<file path="src/rtl/rv32i_types.sv">
// Shared types for the memory-side blocks; holds the arbiter state encoding.
package rv32i_types;

    typedef enum logic [1:0] {
        IDLE   = 2'd0,
        I_BUSY = 2'd1,
        D_BUSY = 2'd2,
        RESP   = 2'd3
    } arb_state_t;

endpackage

</file>
<file path="src/rtl/arb_grant.sv">
// Combinational grant pick between instruction and data requesters.
// ARB_ROUND_ROBIN_EN: alternate on simultaneous requests, else data side has fixed priority.
module arb_grant (
    input  logic i_req,
    input  logic d_req,
`ifdef ARB_ROUND_ROBIN_EN
    input  logic last_d,
`endif
    output logic grant_any,
    output logic grant_d
);

    always_comb begin
        grant_any = i_req | d_req;
`ifdef ARB_ROUND_ROBIN_EN
        if (i_req && d_req) begin
            grant_d = ~last_d;
        end else begin
            grant_d = d_req;
        end
`else
        grant_d = d_req;
`endif
    end

endmodule

</file>
<file path="src/rtl/mem_arbiter.sv">
// Two-port (instruction/data) to single-port memory arbiter, one transaction in flight.
// ARB_ROUND_ROBIN_EN selects alternating arbitration; default is fixed data priority.
//
// state  | meaning
// IDLE   | sampling requests, nothing outstanding downstream
// I_BUSY | instruction request latched and presented on pmem
// D_BUSY | data request latched and presented on pmem
// RESP   | one-cycle completion pulse to the granted side
module mem_arbiter
    import rv32i_types::*;
#(
    parameter int ADDR_W = 32,
    parameter int DATA_W = 32
) (
    input  logic                clk,
    input  logic                rst,

    input  logic [ADDR_W-1:0]   imem_address,
    input  logic                imem_read,
    output logic [DATA_W-1:0]   imem_rdata,
    output logic                imem_resp,

    input  logic [ADDR_W-1:0]   dmem_address,
    input  logic                dmem_read,
    input  logic                dmem_write,
    input  logic [DATA_W/8-1:0] dmem_wmask,
    input  logic [DATA_W-1:0]   dmem_wdata,
    output logic [DATA_W-1:0]   dmem_rdata,
    output logic                dmem_resp,

    output logic [ADDR_W-1:0]   pmem_address,
    output logic                pmem_read,
    output logic                pmem_write,
    output logic [DATA_W/8-1:0] pmem_wmask,
    output logic [DATA_W-1:0]   pmem_wdata,
    input  logic [DATA_W-1:0]   pmem_rdata,
    input  logic                pmem_resp
);

    localparam int MASK_W = DATA_W / 8;

    arb_state_t state, state_nxt;

    logic [ADDR_W-1:0] lat_addr;
    logic [DATA_W-1:0] lat_wdata;
    logic [MASK_W-1:0] lat_wmask;
    logic              lat_write;
    logic              lat_d;
    logic [DATA_W-1:0] i_rdata_q;
    logic [DATA_W-1:0] d_rdata_q;

    logic i_req, d_req, grant_any, grant_d, busy, take;

    assign i_req = imem_read;
    assign d_req = dmem_read | dmem_write;
    assign busy  = (state == I_BUSY) || (state == D_BUSY);
    assign take  = (state == IDLE) && grant_any;

`ifdef ARB_ROUND_ROBIN_EN
    logic last_d;

    arb_grant u_grant (
        .i_req     (i_req),
        .d_req     (d_req),
        .last_d    (last_d),
        .grant_any (grant_any),
        .grant_d   (grant_d)
    );

    always_ff @(posedge clk or negedge rst) begin
        if (!rst) begin
            last_d <= 1'b0;
        end else if (take) begin
            last_d <= grant_d;
        end
    end
`else
    arb_grant u_grant (
        .i_req     (i_req),
        .d_req     (d_req),
        .grant_any (grant_any),
        .grant_d   (grant_d)
    );
`endif

    always_ff @(posedge clk or negedge rst) begin
        if (!rst) begin
            state <= IDLE;
        end else begin
            state <= state_nxt;
        end
    end

    always_comb begin
        state_nxt = state;
        case (state)
            IDLE: begin
                if (grant_any) begin
                    state_nxt = grant_d ? D_BUSY : I_BUSY;
                end
            end
            I_BUSY, D_BUSY: begin
                if (pmem_resp) begin
                    state_nxt = RESP;
                end
            end
            RESP:    state_nxt = IDLE;
            default: state_nxt = IDLE;
        endcase
    end

    // Downstream port is fed only from the request captured at grant time,
    // so the requester may change its live inputs while the access is in flight.
    always_ff @(posedge clk or negedge rst) begin
        if (!rst) begin
            lat_addr  <= '0;
            lat_wdata <= '0;
            lat_wmask <= '0;
            lat_write <= 1'b0;
            lat_d     <= 1'b0;
        end else if (take) begin
            lat_d <= grant_d;
            if (grant_d) begin
                lat_addr  <= dmem_address;
                lat_wdata <= dmem_wdata;
                lat_wmask <= dmem_wmask;
                lat_write <= dmem_write;
            end else begin
                lat_addr  <= imem_address;
                lat_wdata <= '0;
                lat_wmask <= '0;
                lat_write <= 1'b0;
            end
        end
    end

    // Write completions leave the read-data registers untouched.
    always_ff @(posedge clk or negedge rst) begin
        if (!rst) begin
            i_rdata_q <= '0;
            d_rdata_q <= '0;
        end else if (busy && pmem_resp && !lat_write) begin
            if (lat_d) begin
                d_rdata_q <= pmem_rdata;
            end else begin
                i_rdata_q <= pmem_rdata;
            end
        end
    end

    assign pmem_address = lat_addr;
    assign pmem_wdata   = lat_wdata;
    assign pmem_wmask   = lat_wmask;
    assign pmem_read    = busy & ~lat_write;
    assign pmem_write   = busy & lat_write;

    assign imem_resp  = (state == RESP) && !lat_d;
    assign dmem_resp  = (state == RESP) && lat_d;
    assign imem_rdata = i_rdata_q;
    assign dmem_rdata = d_rdata_q;

endmodule

</file>
<file path="config.mk">
export PLATFORM = sky130hd
export DESIGN_NAME = mem_arbiter
export DESIGN_NICKNAME = d
export VERILOG_FILES = /design/src/rtl/rv32i_types.sv /design/src/rtl/arb_grant.sv /design/src/rtl/mem_arbiter.sv
export SDC_FILE = /design/constraint.sdc
export NUM_CORES = 1
export LEC_CHECK = 0
export BUFFER_PORTS_ARGS = -buffer_cell sky130_fd_sc_hd__buf_2
export CAP_MARGIN = 20
export CELL_PAD_IN_SITES_DETAIL_PLACEMENT = 0
export CELL_PAD_IN_SITES_GLOBAL_PLACEMENT = 2
export CORE_AREA = 2 2 154 156
export DETAILED_ROUTE_END_ITERATION = 8
export DIE_AREA = 0 0 156 158
export HOLD_SLACK_MARGIN = 0.1
export MAX_ROUTING_LAYER = met4
export PLACE_DENSITY = 0.71
export SYNTH_ARGS = -nofsm -noshare
export SYNTH_HDL_FRONTEND = slang
export SYNTH_HIERARCHICAL = 1
export SYNTH_SLANG_ARGS = --single-unit
</file>
<file path="constraint.sdc">
create_clock -name clk -period 1.7 [get_ports clk]
set_input_delay 0.085 -clock clk [delete_from_list [all_inputs] [get_ports clk]]
set_output_delay 0.085 -clock clk [all_outputs]
set_load 0.005 [all_outputs]
</file>
==> flow_summary.toml, run 1 <==
[setup_path]
critical_path_arrival_ns = 2.07
criticalPathCategory = "reg2reg"
cp_cell_sequence = "inv_2 > ha_4 > nor2b_4 > and3b_4 > clkbuf_16 > mux2_4"
cp_slowest_stage_delay_ns = 0.37
crit_buf_inv = 2
cp-end-kind = "flop"
startpoint = "state[1]"
crit_required_ns = 2.01
start_kind = "flop"
r2r-start = "state[1]"
crit_fanout = 6
crit_family = "simple AND/OR/NAND/NOR gates"
cpMaxStageDelayCell = "dfrtp_1"

[logic_synthesis]
synthesis.nets = 607
syn_inst = 466
yosys_warnings = 6
postSynthAreaPerCell_um2 = 12.2
netlist_top_cells_area = "dfrtp_1 60%, mux2_4 7.9%, nand2_1 7.4%, mux2_2 6.7%, mux2i_1 5.6%"
ys_seq_elements = 136
netlist_area_um2 = 5700
yosys.area.top_type = "dfrtp_1"
synth_top_area_share_pct = 59.8
yosysSeqAreaShare_pct = 59.8
synth_cell_type_count = 25

[power_and_ir_drop]
power.share.sequential_pct = 35.6
netSwitchingPower_mw = 5.20
pwr-share-clk_pct = 22.9
swShare_pct = 32.9
ir_worst_vdd_v = 0.000530
p_comb_share_pct = 41.5
power.leakage_nw = 5.00
total_power_mw = 15.8
p_int_mw = 10.6
power_density_nw_per_um2 = 1650

[sta]
setup_ws_ns = -0.0624
rsz0062_at_grt = "yes"
min_period_over_period_pct = 104
max_freq_mhz = 567
hold_viol_final = 0
hold_ws_ns = 0.169
setup_violations = 61
worst_pin_slew_ns = 0.453
clock_skew_ns = 0.0138
finalWorstPathRequiredPeriod_ns = 1.76
max_slew_margin_pct = 69.8
finalMaxSlewViolations = 0

[global_route]
antenna_found_initial = 1
grt_max_degree = 73
track_usage_pct = 14.1
grt_pass1_vias = 5222
grt_overflow = 0
grt_pass1_wl_um = 26400

[die]
start_util_pct = 24.7
die_h_um = 158
fp.coreArea_um2 = 23100
die_x_um = 156
fp.dieArea_um2 = 24600
rows = 56
ios = 274

[place]
hpwl_um = 11200
numPortBuffers = 273
place_congestion = 0.702
dp_cells = 1020

[drt]
routed_via_density = 4.19
num_vias = 5003
drt_wl_total_um = 17300
firstDrtPassIters = 4
drt_iter0_drc = 172
ant_nets = 0
drc_errors = 0
wl_per_cell_um = 14.5

[finish]
layoutNonFillerInstCount = 1194
fillers = 2221
drive_gt1_share_pct = 44.9
fin_util_pct = 41.6
nNetsFinal = 1031
synthToLayoutAreaGrowth_pct = 68.5
mostFrequentLayoutCells = "272 x buf_2, 136 x dfrtp_1, 134 x dlygate4sd3_1"
layout_commonest_cell = "buf_2"

[flow_run]
maxCapViolCount = 0

[cts]
clk_path_buf_depth = 2
cts_max_level = 4
cts.sinks = 136
cts_tree = "done"
clkTransAtPathRegs_ns = 0.06
cts-root-buf = "clkbuf_16"
cts_buffers = 17
clock_latency_ns = 0.42

[status]
violations = "negative setup slack"
status = "finished with violations"

[min_path]
hp-class = "in2async"
==> flip-flops by register name, summed over array words and instances (netlist names) <==
name          flops
imem_rdata       32
pmem_wdata       32
lat_write         1
pmem_address     32
state             2
lat_d             1
pmem_wmask        4
dmem_rdata       32
==> power groups by stage <==
stage | logic (mW) | clock network [mW] | registers (mW)
after floorplan | 3.09 | 0 | 5.78
after global placement | 6.02 | 0 | 5.65
after detailed placement | 6.10 | 0 | 5.65
after CTS | 6.42 | 3.75 | 5.63
after global routing | 7.28 | 3.92 | 5.84
final | 6.57 | 3.62 | 5.63
==> final cells by class <==
type                            instances  area (um^2)  share of cell area (%)
Sequential cell                       136         3400                    35.5
Clock inverter                         13          134                    1.39
Multi-Input combinational cell        294         2110                    22.0
Tap cell                              290          363                    3.78
Timing Repair Buffer                  436         3120                    32.5
Clock buffer                           19          443                    4.61
Antenna cell                            1         2.50                  0.0261
Inverter                                5         18.8                   0.196
==> per-stage QoR <==
stage | area (um^2) | setup WS, ns | TNS, ns
5_1_grt | 9600 | -0.117 | -5.65
2_1_floorplan | 5710 | 0.00407 | 0
6_report | 9600 | -0.0624 | -2.27
3_5_place_dp | 7530 | -0.0777 | -1.30
3_3_place_gp | 7530 | -0.0301 | -0.235
4_1_cts | 9470 | -0.0399 | -0.526
==> cells in the mapped netlist (all sizes together) <==
master / instances
mux2i: 32
inv: 5
ha: 3
and2: 3
nand2b: 1
buf: 18
nand2: 112
nand3: 38
nor2b: 2
mux2: 66
clkbuf: 13
and3b: 1
dfrtp: 136
o21ai: 33
or2: 2
o22ai: 1
==> final timing paths <==
check	endpoint	slack, ns	cells past startpoint
setup / recovery	imem_rdata[18]	-0.06	6
hold / removal	dmem_rdata[27]	0.17	2
setup reg to reg	imem_rdata[18]	-0.06	6
hold reg to reg	pmem_wdata[28]	0.46	2
max in group asynchronous	pmem_address[18]	0.94	3
min in group clk	state[0]	0.20	3
==> routing by layer <==
metal / up-vias / track usage, % / part of all wire [%] / wire length, um
met5: - / - / 0 / 0
met4: 0 / 4.54 / 1.6 / 272
met3: 20 / 4.33 / 6.4 / 1110
met2: 183 / 23.8 / 49 / 8400
met1: 2382 / 16.0 / 43 / 7470
li1: 2418 / - / - / -
==> cells by family after synthesis <==
kind of cell             synth area share, %
AO/OA/AOI/OAI                           3.01
adder cells (fa/ha/maj)                0.659
buffers and inverters                   3.95
flip-flops                              59.8
multiplexers                            20.7
AND/OR/NAND/NOR                         12.0
==> worst register-to-register path, cell delays in order (launching register included) <==
cell       delay [ns]
dfrtp_1          0.37
inv_2            0.06
ha_4             0.26
nor2b_4          0.14
and3b_4          0.32
clkbuf_16        0.20
mux2_4           0.30
==> repair_timing <==
action / CTS / global route
resized for setup: 5 / 3
gates cloned: 0 / 4
endpoints found under the setup margin: 32 / 63
hold endpoints to repair: 269 / 0
pin swaps: 0 / 1
setup buffers: 1 / 2
hold buffers: 134 / 0
Note: power is estimated with default switching activity, not from simulation.
==> run 2: changes to the inputs <==
Settings changed: BUFFER_PORTS_ARGS -buffer_cell sky130_fd_sc_hd__buf_2 to unset, CORE_AREA 2 2 154 156 to 2 2 133 135, DIE_AREA 0 0 156 158 to 0 0 135 137, DONT_BUFFER_PORTS set to 1, PLACE_DENSITY 0.71 to 0.69.
==> flow_summary.toml, run 2 (same netlist as run 1, synthesis figures left out) <==
[die]
rows = 48
start_util_pct = 33.4
die_h_um = 137
fp.dieArea_um2 = 18500
die_x_um = 135
fp.coreArea_um2 = 17100
ios = 274

[global_route]
grt_overflow = 0
antenna_found_initial = 0
grt_pass1_vias = 4368
grt_max_degree = 137
track_usage_pct = 16.4
grt_pass1_wl_um = 22900

[place]
hpwl_um = 9070
dpl-instance-area_um2 = 5960
dp_cells = 676
numPortBuffers = 0
place_congestion = 0.717

[finish]
layoutNonFillerInstCount = 850
nNetsFinal = 753
fillers = 1508
layout_commonest_cell = "dfrtp_1"
fin_area_um2 = 8140
regArea_um2 = 3400
synthToLayoutAreaGrowth_pct = 43.0
mostFrequentLayoutCells = "136 x dfrtp_1, 134 x dlygate4sd3_1, 111 x nand2_1"
n_antenna_cell = 0
drive_gt1_share_pct = 20.8
multi_input_area_um2 = 2120

[drt]
firstDrtPassIters = 4
wl_per_cell_um = 18.0
drc_errors = 0
drt_iter0_drc = 83
num_vias = 4056
routed_via_density = 4.77
drt_wl_total_um = 15300
ant_nets = 0

[status]
status = "finished with violations"
violations = "negative hold slack, negative setup slack"

[sta]
hold_viol_final = 136
hold_ws_ns = -0.632
setup_ws_ns = -0.0522
clock_skew_ns = 0.00958
setup_violations = 48
max_freq_mhz = 571
finalWorstPathRequiredPeriod_ns = 1.75
max_slew_margin_pct = 71.7
finalMaxSlewViolations = 0
min_period_over_period_pct = 103
worst_pin_slew_ns = 0.425
rsz0062_at_grt = "yes"

[power_and_ir_drop]
total_power_mw = 14.7
ir_worst_vdd_v = 0.000755
power_density_nw_per_um2 = 1800
power.leakage_nw = 3.89

[setup_path]
cp_cell_sequence = "inv_2 > ha_4 > nor2b_4 > and3b_2 > buf_12 > clkbuf_16 > mux2_4"
critical_path_arrival_ns = 2.04
cp_slowest_stage_delay_ns = 0.36
start_kind = "flop"
crit_family = "flip-flops"
cp-end-kind = "flop"
r2r_slack_ns = -0.05
r2r-start = "state[1]"
crit-reg2reg-capture = "imem_rdata[9]"
crit_fanout = 7
crit_buf_inv = 3
cpMaxStageDelayCell = "dfrtp_1"
criticalPathCategory = "reg2reg"
crit_required_ns = 1.99
r2r_cells = 7

[cts]
hold_buffers = 134
cts.sinks = 136
clkTransAtPathRegs_ns = 0.06
cts_buffers = 17
cts-root-buf = "clkbuf_16"
clk_path_buf_depth = 2
cts_max_level = 4
cts_tree = "done"
clock_latency_ns = 0.41

[flow_run]
maxCapViolCount = 0

[min_path]
hp-class = "in2async"
-- run 2: worst max-delay path by stage --
stage | cells after the start | endpoint | start | slack [ns]
2_1_floorplan | 7 | imem_rdata[10] | state[1] | 0.004
4_1_cts | 7 | dmem_rdata[17] | state[0] | -0.06
3_5_place_dp | 6 | imem_rdata[20] | state[1] | -0.05
6_report | 7 | imem_rdata[9] | state[1] | -0.05
5_1_grt | 7 | imem_rdata[9] | state[1] | -0.10
3_3_place_gp | 6 | imem_rdata[15] | state[1] | -0.005
-- run 2: report_power, final --
group          leakage [nW]  switching [mW]  total, mW  internal [mW]
registers              1.66            1.34       6.19           4.84
clock network         0.312            1.48       4.02           2.54
logic                  1.91            1.94       4.49           2.55
total                  3.89            4.76       14.7           9.94
-- run 2: routing by layer --
metal / GRT usage (%) / share of wire (%) / vias up
met2: 28.5 / 52 / 185
met1: 17.4 / 38 / 1994
met5: - / 0 / -
met4: 4.69 / 1.2 / 0
met3: 6.37 / 9.3 / 15
li1: - / - / 1862
-- run 2: stage by stage --
step	setup slack, ns	setup TNS, ns	utilization (%)
5_1_grt	-0.101	-4.02	47.7
6_report	-0.0522	-1.19	47.7
2_1_floorplan	0.00407	0	-
3_5_place_dp	-0.0529	-1.65	35.0
4_1_cts	-0.0604	-2.17	47.1
3_3_place_gp	-0.00537	-0.130	35.0
-- run 2: timing repair --
item                                   in CTS  in global routing
cloned                                      2                  3
setup buffers                               1                  2
setup endpoints to repair                  62                 62
endpoints found under the hold margin     271                136
resized for setup                           7                  5
pin swaps                                   1                  1
-- run 2: layout make-up --
class | instances | area share (%)
well taps | 225 | 3.46
repair buffers | 158 | 20.6
flip-flops and latches | 136 | 41.8
inverters | 5 | 0.230
multi-input cells | 294 | 26.0
clock inverters | 14 | 2.58
clock buffers | 18 | 5.39
